--- src/rtl/hazard_stall_ctrl_if.sv ---
// hazard_stall_ctrl_if: hazard/handshake inputs from the pipeline and the register controls returned to it
interface hazard_stall_ctrl_if;
  logic [4:0] ID_rs, ID_rt, EX_rt;
  logic       ID_UsesRs, ID_UsesRt, EX_MemRead, EX_BranchTaken, EX_Jump, MEM_Req, MEM_Ready;
  logic       PC_Write, IFID_Write, IFID_Flush, IDEX_Write, IDEX_Flush, EXMEM_Write, MEMWB_Bubble;
  modport master (
    output ID_rs, ID_rt, EX_rt, ID_UsesRs, ID_UsesRt, EX_MemRead, EX_BranchTaken, EX_Jump, MEM_Req, MEM_Ready,
    input  PC_Write, IFID_Write, IFID_Flush, IDEX_Write, IDEX_Flush, EXMEM_Write, MEMWB_Bubble
  );
  modport slave (
    input  ID_rs, ID_rt, EX_rt, ID_UsesRs, ID_UsesRt, EX_MemRead, EX_BranchTaken, EX_Jump, MEM_Req, MEM_Ready,
    output PC_Write, IFID_Write, IFID_Flush, IDEX_Write, IDEX_Flush, EXMEM_Write, MEMWB_Bubble
  );
endinterface

--- src/rtl/hazard_stall_ctrl.sv ---
// hazard_stall_ctrl: freeze/redirect/load-use sequencing for the five-stage pipeline.
// Define HAZARD_STATS_EN to build the Stall_Cnt/Flush_Cnt statistics counters.
module hazard_stall_ctrl #(
  parameter int MEM_TIMEOUT = 255
) (
  input  logic                clk,
  input  logic                rst_n,
  hazard_stall_ctrl_if.slave  hz,
  output logic                MEM_Timeout,
  output logic [15:0]         Stall_Cnt,
  output logic [15:0]         Flush_Cnt
);
  localparam logic [7:0] TMO = 8'(MEM_TIMEOUT);
  typedef enum logic {RUN, MEM_WAIT} state_t;
  state_t     state, state_nxt;
  logic [7:0] wait_cnt, wait_cnt_nxt;
  logic       freeze, load_use, redirect, pc_write, ifid_flush, idex_flush;
  assign freeze   = hz.MEM_Req & ~hz.MEM_Ready;
  assign redirect = hz.EX_BranchTaken | hz.EX_Jump;
  assign load_use = hz.EX_MemRead & (hz.EX_rt != 5'd0) &
                    ((hz.ID_UsesRs & (hz.ID_rs == hz.EX_rt)) | (hz.ID_UsesRt & (hz.ID_rt == hz.EX_rt)));
  // Priority freeze > redirect > load_use falls out of the masking below
  assign pc_write        = ~freeze & (redirect | ~load_use);
  assign ifid_flush      = ~freeze & redirect;
  assign idex_flush      = ~freeze & (redirect | load_use);
  assign hz.PC_Write     = pc_write;
  assign hz.IFID_Write   = pc_write;
  assign hz.IFID_Flush   = ifid_flush;
  assign hz.IDEX_Write   = ~freeze;
  assign hz.IDEX_Flush   = idex_flush;
  assign hz.EXMEM_Write  = ~freeze;
  assign hz.MEMWB_Bubble = freeze;
  always_comb begin
    state_nxt    = (state == RUN) ? (freeze ? MEM_WAIT : RUN) : (hz.MEM_Ready ? RUN : MEM_WAIT);
    wait_cnt_nxt = (state == RUN) ? 8'd0 : ((hz.MEM_Ready || &wait_cnt) ? wait_cnt : wait_cnt + 8'd1);
  end
  always_ff @(posedge clk or negedge rst_n)
    if (!rst_n) begin
      state       <= RUN;
      wait_cnt    <= 8'd0;
      MEM_Timeout <= 1'b0;
    end else begin
      state       <= state_nxt;
      wait_cnt    <= wait_cnt_nxt;
      MEM_Timeout <= MEM_Timeout | ((wait_cnt_nxt == TMO) && (wait_cnt_nxt != wait_cnt));
    end
`ifdef HAZARD_STATS_EN
  always_ff @(posedge clk or negedge rst_n)
    if (!rst_n) begin
      Stall_Cnt <= 16'd0;
      Flush_Cnt <= 16'd0;
    end else begin
      Stall_Cnt <= (!pc_write && !(&Stall_Cnt)) ? Stall_Cnt + 16'd1 : Stall_Cnt;
      Flush_Cnt <= ((ifid_flush || idex_flush) && !(&Flush_Cnt)) ? Flush_Cnt + 16'd1 : Flush_Cnt;
    end
`else
  assign Stall_Cnt = 16'd0;
  assign Flush_Cnt = 16'd0;
`endif
endmodule

--- src/flat_wrapper.sv ---
// flat-port wrapper written by rule: the top's interface ports become plain ports
module hazard_stall_ctrl_flat 
#(
  parameter int MEM_TIMEOUT = 255
)
  (clk, rst_n, MEM_Timeout, Stall_Cnt, Flush_Cnt, hz_ID_rs, hz_ID_rt, hz_EX_rt, hz_ID_UsesRs, hz_ID_UsesRt, hz_EX_MemRead, hz_EX_BranchTaken, hz_EX_Jump, hz_MEM_Req, hz_MEM_Ready, hz_PC_Write, hz_IFID_Write, hz_IFID_Flush, hz_IDEX_Write, hz_IDEX_Flush, hz_EXMEM_Write, hz_MEMWB_Bubble);
  hazard_stall_ctrl_if hz_i ();
  input  logic clk;
  input  logic rst_n;
  output logic MEM_Timeout;
  output logic [15:0] Stall_Cnt;
  output logic [15:0] Flush_Cnt;
  input wire logic [$bits(hz_i.ID_rs)-1:0] hz_ID_rs;
  input wire logic [$bits(hz_i.ID_rt)-1:0] hz_ID_rt;
  input wire logic [$bits(hz_i.EX_rt)-1:0] hz_EX_rt;
  input wire logic [$bits(hz_i.ID_UsesRs)-1:0] hz_ID_UsesRs;
  input wire logic [$bits(hz_i.ID_UsesRt)-1:0] hz_ID_UsesRt;
  input wire logic [$bits(hz_i.EX_MemRead)-1:0] hz_EX_MemRead;
  input wire logic [$bits(hz_i.EX_BranchTaken)-1:0] hz_EX_BranchTaken;
  input wire logic [$bits(hz_i.EX_Jump)-1:0] hz_EX_Jump;
  input wire logic [$bits(hz_i.MEM_Req)-1:0] hz_MEM_Req;
  input wire logic [$bits(hz_i.MEM_Ready)-1:0] hz_MEM_Ready;
  output wire logic [$bits(hz_i.PC_Write)-1:0] hz_PC_Write;
  output wire logic [$bits(hz_i.IFID_Write)-1:0] hz_IFID_Write;
  output wire logic [$bits(hz_i.IFID_Flush)-1:0] hz_IFID_Flush;
  output wire logic [$bits(hz_i.IDEX_Write)-1:0] hz_IDEX_Write;
  output wire logic [$bits(hz_i.IDEX_Flush)-1:0] hz_IDEX_Flush;
  output wire logic [$bits(hz_i.EXMEM_Write)-1:0] hz_EXMEM_Write;
  output wire logic [$bits(hz_i.MEMWB_Bubble)-1:0] hz_MEMWB_Bubble;
  assign hz_i.ID_rs = hz_ID_rs;
  assign hz_i.ID_rt = hz_ID_rt;
  assign hz_i.EX_rt = hz_EX_rt;
  assign hz_i.ID_UsesRs = hz_ID_UsesRs;
  assign hz_i.ID_UsesRt = hz_ID_UsesRt;
  assign hz_i.EX_MemRead = hz_EX_MemRead;
  assign hz_i.EX_BranchTaken = hz_EX_BranchTaken;
  assign hz_i.EX_Jump = hz_EX_Jump;
  assign hz_i.MEM_Req = hz_MEM_Req;
  assign hz_i.MEM_Ready = hz_MEM_Ready;
  assign hz_PC_Write = hz_i.PC_Write;
  assign hz_IFID_Write = hz_i.IFID_Write;
  assign hz_IFID_Flush = hz_i.IFID_Flush;
  assign hz_IDEX_Write = hz_i.IDEX_Write;
  assign hz_IDEX_Flush = hz_i.IDEX_Flush;
  assign hz_EXMEM_Write = hz_i.EXMEM_Write;
  assign hz_MEMWB_Bubble = hz_i.MEMWB_Bubble;
  hazard_stall_ctrl #(.MEM_TIMEOUT(MEM_TIMEOUT)) u_core (.clk(clk), .rst_n(rst_n), .hz(hz_i), .MEM_Timeout(MEM_Timeout), .Stall_Cnt(Stall_Cnt), .Flush_Cnt(Flush_Cnt));
endmodule
--- config.mk ---
export PLATFORM = sky130hd
export DESIGN_NAME = hazard_stall_ctrl_flat
export DESIGN_NICKNAME = d
export VERILOG_FILES = /design/src/rtl/hazard_stall_ctrl_if.sv /design/src/rtl/hazard_stall_ctrl.sv /design/src/flat_wrapper.sv
export SDC_FILE = /design/constraint.sdc
export NUM_CORES = 1
export LEC_CHECK = 0
export BUFFER_PORTS_ARGS = -buffer_cell sky130_fd_sc_hd__clkbuf_2
export CORE_MARGIN = 2
export CORE_UTILIZATION = 37
export DETAILED_ROUTE_END_ITERATION = 12
export PLACE_DENSITY = 0.8
export SLEW_MARGIN = 0
export SYNTH_ARGS = -nofsm -noshare
export SYNTH_HDL_FRONTEND = slang
export SYNTH_SLANG_ARGS = --single-unit
--- constraint.sdc ---
create_clock -name clk -period 1.7 [get_ports clk]
set_input_delay 0.34 -clock clk [delete_from_list [all_inputs] [get_ports clk]]
set_output_delay 0.34 -clock clk [all_outputs]
set_load 0.01 [all_outputs]
==> impl_metrics.csv, run 1 <==
group,metric,value,unit
route,num_vias,792,
critical_path,worstReg2RegStart,"u_core.wait_cnt[0]",
route,wl_per_cell,10.2,um
job,cap_violations,0,
critical_path,worstPathArrival,1500,ps
timing,fin_tns_setup,-424,ps
critical_path,required,1360,ps
critical_path,path_class,"input pin to primary output",
critical_path,ff2ff_setup_slack,150,ps
global_routing,antenna_found_initial,0,
floorplanning,fp.dieH,55.1,um
global_routing,grt_pass1_vias,638,
final_layout,final_common_cell,"conb_1",
floorplanning,core_area,0.00248,sq mm
final_layout,n_antenna_cell,0,
global_routing,grt-ovfl-total,0,
timing,setup_ws,-143,ps
hold_path,hold_class,"input pin to flop",
clock_network,postCtsSetupRepairBufs,0,
timing,post-route-period-util,1.08,
critical_path,cp-endpoint,"hz_IDEX_Flush",
floorplanning,die_w,55.1,um
global_routing,grt_usage,0.120,
run_status,status,"finished with violations",
power,p_leak,0.608,nW
timing,timing.fmax,542,MHz
final_layout,drive_above_1_share,0.329,
timing,min_period,1840,ps
clock_network,cts_max_level,1,
clock_network,path_clk_slew,60,ps
route,routed_wl,1.82,mm
route,antenna_left,0,
power,p_per_area,495,mW/mm^2
timing,setup_viol,3,
clock_network,clock_latency,250,ps
yosys,async_reset_ff_frac,1.00,
yosys,synthCells,111,
route,drc,0,
clock_network,cts_made_buffers,3,
yosys,synth_edf_count,0,
power,ir_drop,0.000255,V
critical_path,start_kind,"input pin",
clock_network,cts_tree,"built",
placed_design,dp_slack,-162,ps
critical_path,endpoint_kind,"primary output",
final_layout,final_cell_mix,"32 x conb_1, 27 x clkbuf_2, 11 x xnor2_1",
placed_design,gp_congestion,0.727,
clock_network,cts.sinks,10,
critical_path,path_max_fanout,2,
floorplanning,rows,18,
floorplanning,ios,64,
clock_network,root_buffer,"clkbuf_4",
yosys,synth_area,966,sq um
clock_network,clockBufferDepth,2,
critical_path,startpoint,"hz_EX_rt[3]",
yosys,ys.flop_type,"dfrtp_1",
timing,drv_slew,0,
timing,fin_skew,2.54,ps
final_layout,layout.nets,176,
critical_path,worstReg2RegEnd,"u_core.wait_cnt[1]",
yosys,yosysSeqAreaShare,0.259,
placed_design,hpwlAfterDp,1.55,mm
floorplanning,initial_core_util,0.390,
yosys,ys_types,32,
yosys,yosysWarnings,0,
route,viasPerCell,4.42,
global_routing,grt_max_degree,11,
timing,rsz0062_at_grt,"yes",
run_status,violations,"setup timing",
yosys,postSynthAreaPerCell,8.70,sq um
global_routing,grt_pass1_wl,2.53,mm
yosys,synth-seq-cells,10,
final_layout,area_growth,17.7,%
route,first_pass_iters,4,
route,drt_iter0_drc,7,
critical_path,rr_worst_depth,5,
floorplanning,dieArea,0.00304,sq mm
placed_design,port-buffer-count,31,
timing,final_hold_viol_count,0,
-- power breakdown --
group | total (W) | switching, W | internal [W]
combinational | 0.000163 | 0.0000911 | 0.0000724
clock | 0.000151 | 0.0000695 | 0.0000811
sequential | 0.000249 | 0.00000637 | 0.000242
-- metrics by stage --
| step | std cells | util | power, W | instance area (sq um) | hold slack [ps] |
|---|---|---|---|---|---|
| after floorplan | 142 | - | 0.000399 | 1100 | 44.4 |
| after global placement | 175 | 0.436 | 0.000406 | 1080 | 217 |
| after detailed placement | 175 | 0.436 | 0.000408 | 1080 | 223 |
| after CTS | 179 | 0.449 | 0.000570 | 1110 | 310 |
| after global routing | 179 | 0.459 | 0.000603 | 1140 | 319 |
| final | 179 | 0.459 | 0.000563 | 1140 | 322 |
-- Yosys cell counts, types with 2 or more instances --
master,n,area share
buf_4,34,0.26
xnor2_1,12,0.11
dfrtp_1,10,0.26
inv_1,7,0.027
nor2_1,6,0.023
nand4_1,5,0.032
nand2_1,4,0.016
a31oi_1,3,0.019
nand3_1,3,0.016
o21ai_0,3,0.016
mux2i_1,2,0.021
nand2b_1,2,0.013
-- cell families after synthesis --
logic type	after synthesis	share of synthesized area
buf+inv	42	0.299
simple gates	28	0.171
compound gates	14	0.115
xor+xnor	13	0.118
flops	10	0.259
mux	2	0.0207
fa+ha+maj	1	0.0130
other cells	1	0.00388
-- layout make-up --
class	count	area, sq um
clock buffer	3	22.5
fill	274	1340
inverter	7	26.3
multi-input combinational	90	577
sequential	10	250
tap	30	37.5
timing repair buffer	39	224
-- repair_timing --
action	4_1_cts	5_1_grt
gates resized for setup	0	7
endpoints found under the hold margin	10	0
endpoints found under the setup margin	3	3
pin swaps	2	4
hold buffers	1	0
-- worst min-delay path by stage --
stage                            start                  to  slack, ps  depth (start not counted)
after global routing      hz_MEM_Ready        u_core.state        320                          2
after CTS                 hz_MEM_Ready        u_core.state        310                          2
after detailed placement         rst_n  u_core.wait_cnt[3]        220                          1
after global placement           rst_n  u_core.wait_cnt[3]        220                          1
final                     hz_MEM_Ready        u_core.state        320                          2
after floorplan                  rst_n  u_core.MEM_Timeout         40                          0
-- worst max-delay path, stage by stage --
cell and delay (ps):
buf_6 90, or4_4 520, o21a_4 220, a31o_1 200, buf_2 130
-- flip-flops by register name, summed over array words and instances, names as in the netlist --
register,count
u_core.wait_cnt,8
u_core.MEM_Timeout,1
u_core.state,1
-- per-layer routing --
metal / vias up / track usage / share of wire
met1: 355 / 0.128 / 0.38
li1: 390 / - / -
met4: 0 / 0.0732 / 0.0066
met2: 45 / 0.212 / 0.50
met5: - / 0 / 0
met3: 2 / 0.0269 / 0.11
Note: power is estimated with default switching activity, not from simulation.
==> inputs of run 2 (changes only) <==
--- a/config.mk
+++ b/config.mk
@@ -6,10 +6,12 @@
 export NUM_CORES = 1
 export LEC_CHECK = 0
 export BUFFER_PORTS_ARGS = -buffer_cell sky130_fd_sc_hd__clkbuf_2
+export CELL_PAD_IN_SITES_DETAIL_PLACEMENT = 2
+export CELL_PAD_IN_SITES_GLOBAL_PLACEMENT = 2
 export CORE_MARGIN = 2
-export CORE_UTILIZATION = 37
+export CORE_UTILIZATION = 19
 export DETAILED_ROUTE_END_ITERATION = 12
-export PLACE_DENSITY = 0.8
+export PLACE_DENSITY = 0.79
 export SLEW_MARGIN = 0
 export SYNTH_ARGS = -nofsm -noshare
 export SYNTH_HDL_FRONTEND = slang
==> run 2 against run 1 <==
Compared with the run above:
- the run still ends with setup timing left
- clock power is 60% higher
- cell count increased by 20%
- setup slack better by 9.8 ps
- fmax increased by 0.54%
- critical endpoint unchanged
- combinational power increased by 4%
- critical path depth did not move
- routed wire length is 40% higher
- via count rose by 4.8%
- sequential cell count did not move
==> impl_metrics.csv, run 2 (same netlist as run 1, synthesis figures left out) <==
group,metric,value,unit
floorplanning,dieArea,0.00567,sq mm
route,antenna_left,0,
route,num_vias,830,
route,drt_iter0_drc,21,
final_layout,max_flop_register,"u_core.wait_cnt",
final_layout,largest_reg_flops,8,
power,p_per_area,549,mW/mm^2
timing,drv_slew,0,
hold_path,min_path_cells,3,
final_layout,utilization,0.250,
floorplanning,fp.dieH,75.3,um
route,routed_wl,2.55,mm
route,wl_met1,900,um
placed_design,hpwlAfterDp,2.10,mm
route,wl_met3,190,um
clock_network,cts_max_level,1,
timing,final_hold_viol_count,0,
floorplanning,ios,64,
global_routing,grt_usage,0.0920,
route,wl_per_cell,11.9,um
route,drc,0,
power,p_leak,0.608,nW
critical_path,crit_chain,"buf_6, or4_1, o21a_1, a31o_1, clkbuf_2",
placed_design,dp_slack,-184,ps
critical_path,crit_slowest_cell,"or4_1",
clock_network,cts.sinks,10,
timing,fin_skew,1.26,ps
clock_network,cts_tree,"built",
timing,rsz0062_at_grt,"yes",
clock_network,clock_latency,230,ps
run_status,violations,"setup timing",
final_layout,layout.nets,175,
global_routing,antenna_found_initial,0,
global_routing,grt-ovfl-total,0,
critical_path,start_kind,"input pin",
placed_design,gp_congestion,0.778,
route,maxUsedRoutingLayer,"met4",
final_layout,multi_input_area,582,sq um
critical_path,worstPathArrival,1490,ps
global_routing,grt_max_degree,11,
clock_network,path_clk_slew,50,ps
critical_path,path_max_fanout,2,
final_layout,final_common_cell,"conb_1",
timing,fin_tns_setup,-357,ps
critical_path,ff2ff_setup_slack,130,ps
critical_path,crit_family,"simple AND/OR/NAND/NOR gates",
timing,setup_viol,3,
route,first_pass_iters,3,
placed_design,port-buffer-count,31,
timing,timing.fmax,545,MHz
final_layout,drive_above_1_share,0.338,
clock_network,root_buffer,"clkbuf_8",
final_layout,n_antenna_cell,0,
critical_path,required,1360,ps
clock_network,clockBufferDepth,2,
floorplanning,rows,25,
final_layout,fill_cells,604,
power,ir_drop,0.000169,V
global_routing,grt_pass1_wl,3.97,mm
critical_path,rr_worst_depth,5,
timing,setup_ws,-134,ps
critical_path,path_class,"input pin to primary output",
clock_network,cts_made_buffers,3,
critical_path,worstReg2RegEnd,"u_core.MEM_Timeout",
final_layout,area_growth,24.9,%
critical_path,endpoint_kind,"primary output",
route,dr_wl_met2,1.43,mm
critical_path,startpoint,"hz_EX_rt[0]",
hold_path,hold_path_end,"u_core.state",
global_routing,grt_pass1_vias,872,
final_layout,seq_area,250,sq um
floorplanning,initial_core_util,0.201,
critical_path,cp_num_buf_inv,2,
critical_path,worstReg2RegStart,"u_core.wait_cnt[0]",
critical_path,slowest_delay,510,ps
timing,post-route-period-util,1.08,
final_layout,final_cell_mix,"32 x conb_1, 28 x clkbuf_2, 11 x xnor2_1",
floorplanning,core_area,0.00482,sq mm
floorplanning,die_w,75.3,um
job,cap_violations,0,
hold_path,hold_class,"input pin to flop",
run_status,status,"finished with violations",
hold_path,hold_start,"hz_MEM_Req",
timing,min_period,1830,ps
final_layout,reg_top3,"u_core.wait_cnt: 8 flops, u_core.MEM_Timeout: 1 flops, u_core.state: 1 flops",
route,viasPerCell,3.86,
[run 2: tightest hold or removal path, delay by kind of cell]
family                 cells  cell delay (ps)
buffers and inverters      1               90
and+or+nand+nor            2              110
[run 2: cell type report]
cell class | count | area share
Tap cell | 67 | 0.0695
Inverter | 7 | 0.0218
Clock buffer | 3 | 0.0342
Timing Repair Buffer | 38 | 0.185
Multi-Input combinational cell | 90 | 0.482
Sequential cell | 10 | 0.207
[run 2: how the worst max path moves through the flow]
stage,slack [ps],depth (start not counted),end
global placement,-150,5,hz_IDEX_Flush
floorplan,-40,4,hz_PC_Write
detailed placement,-180,7,hz_IDEX_Flush
finish,-130,5,hz_IDEX_Flush
CTS,-150,5,hz_IDEX_Flush
global route,-160,5,hz_PC_Write
[run 2: repair_timing]
item | CTS | global route
hold buffers | 1 | 0
endpoints found under the hold margin | 10 | 0
setup endpoints to repair | 3 | 5
resized for setup | 1 | 8
pin swaps | 3 | 4
setup buffers | 0 | 0
[run 2: power by group]
group | switching, W | internal (W)
logic | 0.0000960 | 0.0000733
registers | 0.00000723 | 0.000243
clock network | 0.0000877 | 0.000155
total | 0.000191 | 0.000471
[run 2: layer usage]
metal,track usage,vias up
met2,0.171,37
met5,0,-
li1,-,387
met3,0.0225,4
met1,0.0975,402
met4,0.0409,0
[run 2: through the flow]
step	power (W)	instances	cell area [sq um]	hold slack, ps
floorplan	0.000399	142	1100	44.4
global placement	0.000410	211	1120	228
detailed placement	0.000414	211	1120	228
CTS	0.000667	215	1180	348
global route	0.000705	215	1210	357
finish	0.000662	215	1210	348
